<file path="config.mk">
export PLATFORM = sky130hd
export DESIGN_NAME = branch_redirect_ctrl_flat
export DESIGN_NICKNAME = d
export VERILOG_FILES = /design/src/rtl/branch_redirect_ctrl_if.sv /design/src/rtl/branch_redirect_ctrl.sv /design/src/flat_wrapper.sv
export SDC_FILE = /design/constraint.sdc
export NUM_CORES = 1
export LEC_CHECK = 0
export CAP_MARGIN = 15
export CELL_PAD_IN_SITES_DETAIL_PLACEMENT = 1
export CELL_PAD_IN_SITES_GLOBAL_PLACEMENT = 1
export CORE_MARGIN = 2
export CORE_UTILIZATION = 28
export CTS_CLUSTER_SIZE = 40
export DETAILED_ROUTE_END_ITERATION = 6
export PLACE_DENSITY = 0.8
export SETUP_SLACK_MARGIN = 0.05
export SLEW_MARGIN = 10
export SYNTH_ARGS = -nofsm -noshare
export SYNTH_HDL_FRONTEND = slang
export SYNTH_SLANG_ARGS = --single-unit
export TNS_END_PERCENT = 10
</file>
<file path="constraint.sdc">
create_clock -name clk -period 3.1 [get_ports clk]
set_clock_uncertainty 0.05 [all_clocks]
set_input_delay 0.62 -clock clk [delete_from_list [all_inputs] [get_ports clk]]
set_output_delay 0.62 -clock clk [all_outputs]
set_load 0.02 [all_outputs]
</file>
<file path="src/rtl/branch_redirect_ctrl_if.sv">
// Signal bundle between ID/fetch-buffer/fetch and the branch redirect controller.
// The master side drives the branch and fetch status, and the slave side is the controller.
interface branch_redirect_ctrl_if;
  logic        id_branch_valid;
  logic        id_branch_taken;
  logic [31:0] id_branch_target;
  logic        id_branch_slot;
  logic        id_slave_valid;
  logic        id_stall;
  logic        fb_ds_valid;
  logic        ex_flush;
  logic        if_ready;
  logic        redirect_valid;
  logic [31:0] redirect_pc;
  logic        fb_flush;
  logic        fb_keep_head;
  logic        id_branch_block;
  logic [31:0] perf_taken_cnt;

  modport master (
    output id_branch_valid, id_branch_taken, id_branch_target, id_branch_slot,
           id_slave_valid, id_stall, fb_ds_valid, ex_flush, if_ready,
    input  redirect_valid, redirect_pc, fb_flush, fb_keep_head, id_branch_block,
           perf_taken_cnt
  );

  modport slave (
    input  id_branch_valid, id_branch_taken, id_branch_target, id_branch_slot,
           id_slave_valid, id_stall, fb_ds_valid, ex_flush, if_ready,
    output redirect_valid, redirect_pc, fb_flush, fb_keep_head, id_branch_block,
           perf_taken_cnt
  );
endinterface

</file>
<file path="src/rtl/branch_redirect_ctrl.sv">
// Sequences a taken branch into a fetch redirect once its delay slot is secured,
// then flushes the fetch buffer on the redirect handshake.
module branch_redirect_ctrl (
  input  logic                  clk,
  input  logic                  rst,
  branch_redirect_ctrl_if.slave bus
);
  typedef enum logic [1:0] {
    IDLE     = 2'd0,
    WAIT_DS  = 2'd1,
    REDIRECT = 2'd2
  } state_t;

  state_t      state;
  logic [31:0] target_q;
  logic        keep_q;
  logic [31:0] cnt_q;

  logic accept;
  logic co_issue;
  logic handshake;

  always_comb begin
    accept    = (state == IDLE) & bus.id_branch_valid & bus.id_branch_taken &
                ~bus.id_stall & ~bus.ex_flush;
    co_issue  = ~bus.id_branch_slot & bus.id_slave_valid;
    handshake = (state == REDIRECT) & bus.if_ready & ~bus.ex_flush;
  end

  always_ff @(posedge clk or posedge rst) begin
    if (rst) begin
      state    <= IDLE;
      target_q <= '0;
      keep_q   <= 1'b0;
      cnt_q    <= '0;
    end else if (bus.ex_flush) begin
      state    <= IDLE;
      target_q <= '0;
      keep_q   <= 1'b0;
    end else begin
      case (state)
        IDLE: begin
          if (accept) begin
            target_q <= bus.id_branch_target;
            // Keeping the head is needed whenever the delay slot sits in the buffer.
            keep_q   <= ~co_issue;
            state    <= (co_issue | bus.fb_ds_valid) ? REDIRECT : WAIT_DS;
          end
        end
        WAIT_DS: begin
          if (bus.fb_ds_valid) state <= REDIRECT;
        end
        REDIRECT: begin
          if (bus.if_ready) begin
            state    <= IDLE;
            target_q <= '0;
            keep_q   <= 1'b0;
            cnt_q    <= cnt_q + 32'd1;
          end
        end
        default: state <= IDLE;
      endcase
    end
  end

  assign bus.redirect_valid  = (state == REDIRECT);
  assign bus.redirect_pc     = target_q;
  assign bus.fb_flush        = handshake;
  assign bus.fb_keep_head    = handshake & keep_q;
  assign bus.id_branch_block = (state != IDLE);
  assign bus.perf_taken_cnt  = cnt_q;
endmodule

</file>
<file path="src/flat_wrapper.sv">
// flat-port wrapper written by rule: the top's interface ports become plain ports
module branch_redirect_ctrl_flat 
  (clk, rst, bus_id_branch_valid, bus_id_branch_taken, bus_id_branch_target, bus_id_branch_slot, bus_id_slave_valid, bus_id_stall, bus_fb_ds_valid, bus_ex_flush, bus_if_ready, bus_redirect_valid, bus_redirect_pc, bus_fb_flush, bus_fb_keep_head, bus_id_branch_block, bus_perf_taken_cnt);
  branch_redirect_ctrl_if bus_i ();
  input  logic clk;
  input  logic rst;
  input wire logic [$bits(bus_i.id_branch_valid)-1:0] bus_id_branch_valid;
  input wire logic [$bits(bus_i.id_branch_taken)-1:0] bus_id_branch_taken;
  input wire logic [$bits(bus_i.id_branch_target)-1:0] bus_id_branch_target;
  input wire logic [$bits(bus_i.id_branch_slot)-1:0] bus_id_branch_slot;
  input wire logic [$bits(bus_i.id_slave_valid)-1:0] bus_id_slave_valid;
  input wire logic [$bits(bus_i.id_stall)-1:0] bus_id_stall;
  input wire logic [$bits(bus_i.fb_ds_valid)-1:0] bus_fb_ds_valid;
  input wire logic [$bits(bus_i.ex_flush)-1:0] bus_ex_flush;
  input wire logic [$bits(bus_i.if_ready)-1:0] bus_if_ready;
  output wire logic [$bits(bus_i.redirect_valid)-1:0] bus_redirect_valid;
  output wire logic [$bits(bus_i.redirect_pc)-1:0] bus_redirect_pc;
  output wire logic [$bits(bus_i.fb_flush)-1:0] bus_fb_flush;
  output wire logic [$bits(bus_i.fb_keep_head)-1:0] bus_fb_keep_head;
  output wire logic [$bits(bus_i.id_branch_block)-1:0] bus_id_branch_block;
  output wire logic [$bits(bus_i.perf_taken_cnt)-1:0] bus_perf_taken_cnt;
  assign bus_i.id_branch_valid = bus_id_branch_valid;
  assign bus_i.id_branch_taken = bus_id_branch_taken;
  assign bus_i.id_branch_target = bus_id_branch_target;
  assign bus_i.id_branch_slot = bus_id_branch_slot;
  assign bus_i.id_slave_valid = bus_id_slave_valid;
  assign bus_i.id_stall = bus_id_stall;
  assign bus_i.fb_ds_valid = bus_fb_ds_valid;
  assign bus_i.ex_flush = bus_ex_flush;
  assign bus_i.if_ready = bus_if_ready;
  assign bus_redirect_valid = bus_i.redirect_valid;
  assign bus_redirect_pc = bus_i.redirect_pc;
  assign bus_fb_flush = bus_i.fb_flush;
  assign bus_fb_keep_head = bus_i.fb_keep_head;
  assign bus_id_branch_block = bus_i.id_branch_block;
  assign bus_perf_taken_cnt = bus_i.perf_taken_cnt;
  branch_redirect_ctrl u_core (.clk(clk), .rst(rst), .bus(bus_i));
endmodule
</file>
==> impl_metrics.env <==
export IMPL_postCtsSetupRepairBufs=0
export IMPL_cp_common_cell="clkdlybuf4s50_1"
export IMPL_cts_root_buf="clkbuf_8"
export IMPL_yosys_top_cells_area="dfrtp_1, a22o_1, xnor2_1"
export IMPL_syn_to_final_growth_pct=51.24
export IMPL_cap_violations=0
export IMPL_cts_inserted_buffers=9
export IMPL_postRouteAntennaNets=0
export IMPL_end_kind="primary output"
export IMPL_dieWidth_um=104.4
export IMPL_grt_max_degree=37
export IMPL_drtIter0Drc=47
export IMPL_crit_path_end="bus_fb_keep_head"
export IMPL_cp_data_arrival_time_ns=2.28
export IMPL_nets=386
export IMPL_min_path_type="flop to flop"
export IMPL_clkTransAtPathRegs_ns=0.07
export IMPL_power_density_nw_per_um2=441.2
export IMPL_synth_top_cell_by_area="dfrtp_1"
export IMPL_r2r_slack_ns=1.09
export IMPL_netlist_top_cells_count="dfrtp_1, a22o_1, xnor2_1, nand4_1, nand2_1"
export IMPL_critPathKind="input pin to primary output"
export IMPL_yosysTopAreaCellShare=0.5945
export IMPL_num_io_pins=110
export IMPL_register_area_um2=1677
export IMPL_grt_pass1_vias=2469
export IMPL_worstMarginPinSlew_ns=0.6934
export IMPL_die_height_um=104.4
export IMPL_finalSetupViolations=0
export IMPL_vias=2242
export IMPL_portBuffers=109
export IMPL_synth_edf_count=0
export IMPL_min_period_over_period=0.9527
export IMPL_nFillCells=1079
export IMPL_syn_inst=229
export IMPL_leakage_nw=1.845
export IMPL_syn_cell_area_um2=2820
export IMPL_path_buf_inv=3
export IMPL_grt_antenna_before_repair=0
export IMPL_synthArstFlopShare=1.000
export IMPL_ys_ff_latch=67
export IMPL_max_slew_margin=0.5360
export IMPL_fin_setup_tns_ns=0
export IMPL_finalMaxSlewViolations=0
export IMPL_path_cells="clkdlybuf4s50_1, nand4bb_1, inv_1, and2_1, clkdlybuf4s50_1"
export IMPL_ir_drop_uv=162.6
export IMPL_yosys_warnings=0
export IMPL_dieArea_um2=10890
export IMPL_dp_cells=465
export IMPL_gp_congestion=0.7115
export IMPL_yosysMostFrequentCell="dfrtp_1"
export IMPL_crit_slowest_cell="clkdlybuf4s50_1"
export IMPL_clock_path_buffers=2
export IMPL_grt_total_usage=0.1465
export IMPL_cts_htree_levels=3
export IMPL_ys_seq_area_frac=0.5945
export IMPL_rsz0062_at_grt="false"
export IMPL_wl_um=7489
export IMPL_cp_top_family="buffers and inverters"
export IMPL_r2r_start="u_core.state[1]$_DFFE_PP0P_"
export IMPL_postCtsHoldBufs=0
export IMPL_status="finished clean"
export IMPL_synth_nets=272
export IMPL_final_cells=480
export IMPL_drt_first_pass_iters=4
export IMPL_cp_required_ns=2.43
export IMPL_avgSynthCellArea_um2=12.32
export IMPL_synth_flop_cell="dfrtp_1"
export IMPL_grt_pass1_wl_um=12680
export IMPL_finalHoldViolCount=0
export IMPL_cp_start_kind="input pin"
export IMPL_rows=36
export IMPL_cts_resized=0
export IMPL_cp_max_fo=6
export IMPL_antenna_cells=0
export IMPL_route_detailed_drc=0
export IMPL_multi_input_area_um2=1061
export IMPL_dpl_hpwl_um=5514
export IMPL_max_freq_ghz=0.3386
export IMPL_reg2regPathDepth=5
export IMPL_vias_per_cell=4.671
export IMPL_fin_crit_ns=2.953
export IMPL_overflow=0
export IMPL_drive_gt1_frac=0.07205
export IMPL_startpoint="bus_if_ready"
export IMPL_core_region_area_um2=9774
export IMPL_cts_num_sinks=67
export IMPL_cpPeakStageDelay_ns=0.61
export IMPL_cts_tree="yes"
export IMPL_crit_cells=5
export IMPL_routedWlPerCell_um=15.60
export IMPL_r2r_end="u_core.bus.perf_taken_cnt[26]$_DFFE_PP0P_"
export IMPL_final_util=0.4364
export IMPL_start_util=0.2885
export IMPL_yosysUniqueCellTypes=29
export IMPL_clk_latency_ns=0.34
-- registers in the layout, indices dropped and copies added (netlist names) --
name	flops
u_core.state	2
u_core.keep_q	1
u_core.bus.redirect_pc	32
u_core.bus.perf_taken_cnt	32
-- worst min path at each step --
stage | startpoint | endpoint | slack, ns | depth (start not counted)
2_1_floorplan | u_core.keep_q$_DFFE_PP0P_ | u_core.keep_q$_DFFE_PP0P_ | 0.41 | 1
3_3_place_gp | u_core.bus.perf_taken_cnt[31]$_DFFE_PP0P_ | u_core.bus.perf_taken_cnt[31]$_DFFE_PP0P_ | 0.41 | 1
3_5_place_dp | u_core.bus.perf_taken_cnt[31]$_DFFE_PP0P_ | u_core.bus.perf_taken_cnt[31]$_DFFE_PP0P_ | 0.43 | 1
4_1_cts | u_core.bus.perf_taken_cnt[31]$_DFFE_PP0P_ | u_core.bus.perf_taken_cnt[31]$_DFFE_PP0P_ | 0.44 | 1
5_1_grt | u_core.bus.redirect_pc[12]$_DFFE_PP0P_ | u_core.bus.redirect_pc[12]$_DFFE_PP0P_ | 0.47 | 1
6_report | u_core.bus.perf_taken_cnt[31]$_DFFE_PP0P_ | u_core.bus.perf_taken_cnt[31]$_DFFE_PP0P_ | 0.43 | 1
-- where the power goes --
group	leakage (nW)	switching (W)	internal, W	total [W]
clock	0.0995	0.000315	0.000411	0.000726
combinational	0.824	0.000106	0.000120	0.000226
sequential	0.922	0.0000290	0.000901	0.000930
total	1.85	0.000450	0.00143	0.00188
-- worst reg2reg max path, delay by kind of cell, from the launching register on --
family	cells	cell delay, ns
and+or+nand+nor	3	0.90
buffers and inverters	1	0.22
xor gates and xnor gates	1	0.17
DFF	1	0.54
-- metal layers --
metal / track usage / vias to the layer above / part of all wire
met2: 0.2367 / 84 / 0.49
met5: 0 / - / 0
met1: 0.1825 / 1099 / 0.43
li1: - / 1052 / -
met3: 0.04323 / 7 / 0.062
met4: 0.06081 / 0 / 0.012
-- cell families after synthesis --
kind of cell,Yosys count,synth area share
xor gates and xnor gates,31,0.09627
DFF,67,0.5945
and+or+nand+nor,73,0.1571
buffers and inverters,18,0.03372
AOI/OAI and AO/OA,39,0.1140
adders and majority gates,1,0.004436
-- stage by stage --
step	cell area (um^2)	hold slack, ns	power (W)	setup WS [ns]
CTS	4265	0.4425	0.001918	0.1366
global placement	4071	0.4116	0.001169	0.2308
finish	4265	0.4277	0.001882	0.1466
floorplan	2820	0.4144	0.001037	0.7468
detailed placement	4071	0.4283	0.001178	0.1366
global route	4265	0.4711	0.001968	0.06394
-- area by class of cell --
| type | instances | area share |
|---|---|---|
| Clock buffer | 13 | 0.03725 |
| Multi-Input combinational cell | 144 | 0.2488 |
| Clock inverter | 2 | 0.008214 |
| Timing Repair Buffer | 114 | 0.2675 |
| Sequential cell | 67 | 0.3931 |
| Tap cell | 133 | 0.03901 |
| Inverter | 7 | 0.006160 |
-- cells in the final DEF (no fill, tap or decap), types with 5 or more instances in the layout --
master	count
clkdlybuf4s50_1	109
dfrtp_1	67
a22o_1	33
xnor2_1	27
nand4_1	19
nand2_1	13
clkbuf_8	11
nand3_1	9
inv_1	6
nor2_1	6
and3_1	5
Note: power is estimated with default switching activity, not from simulation.
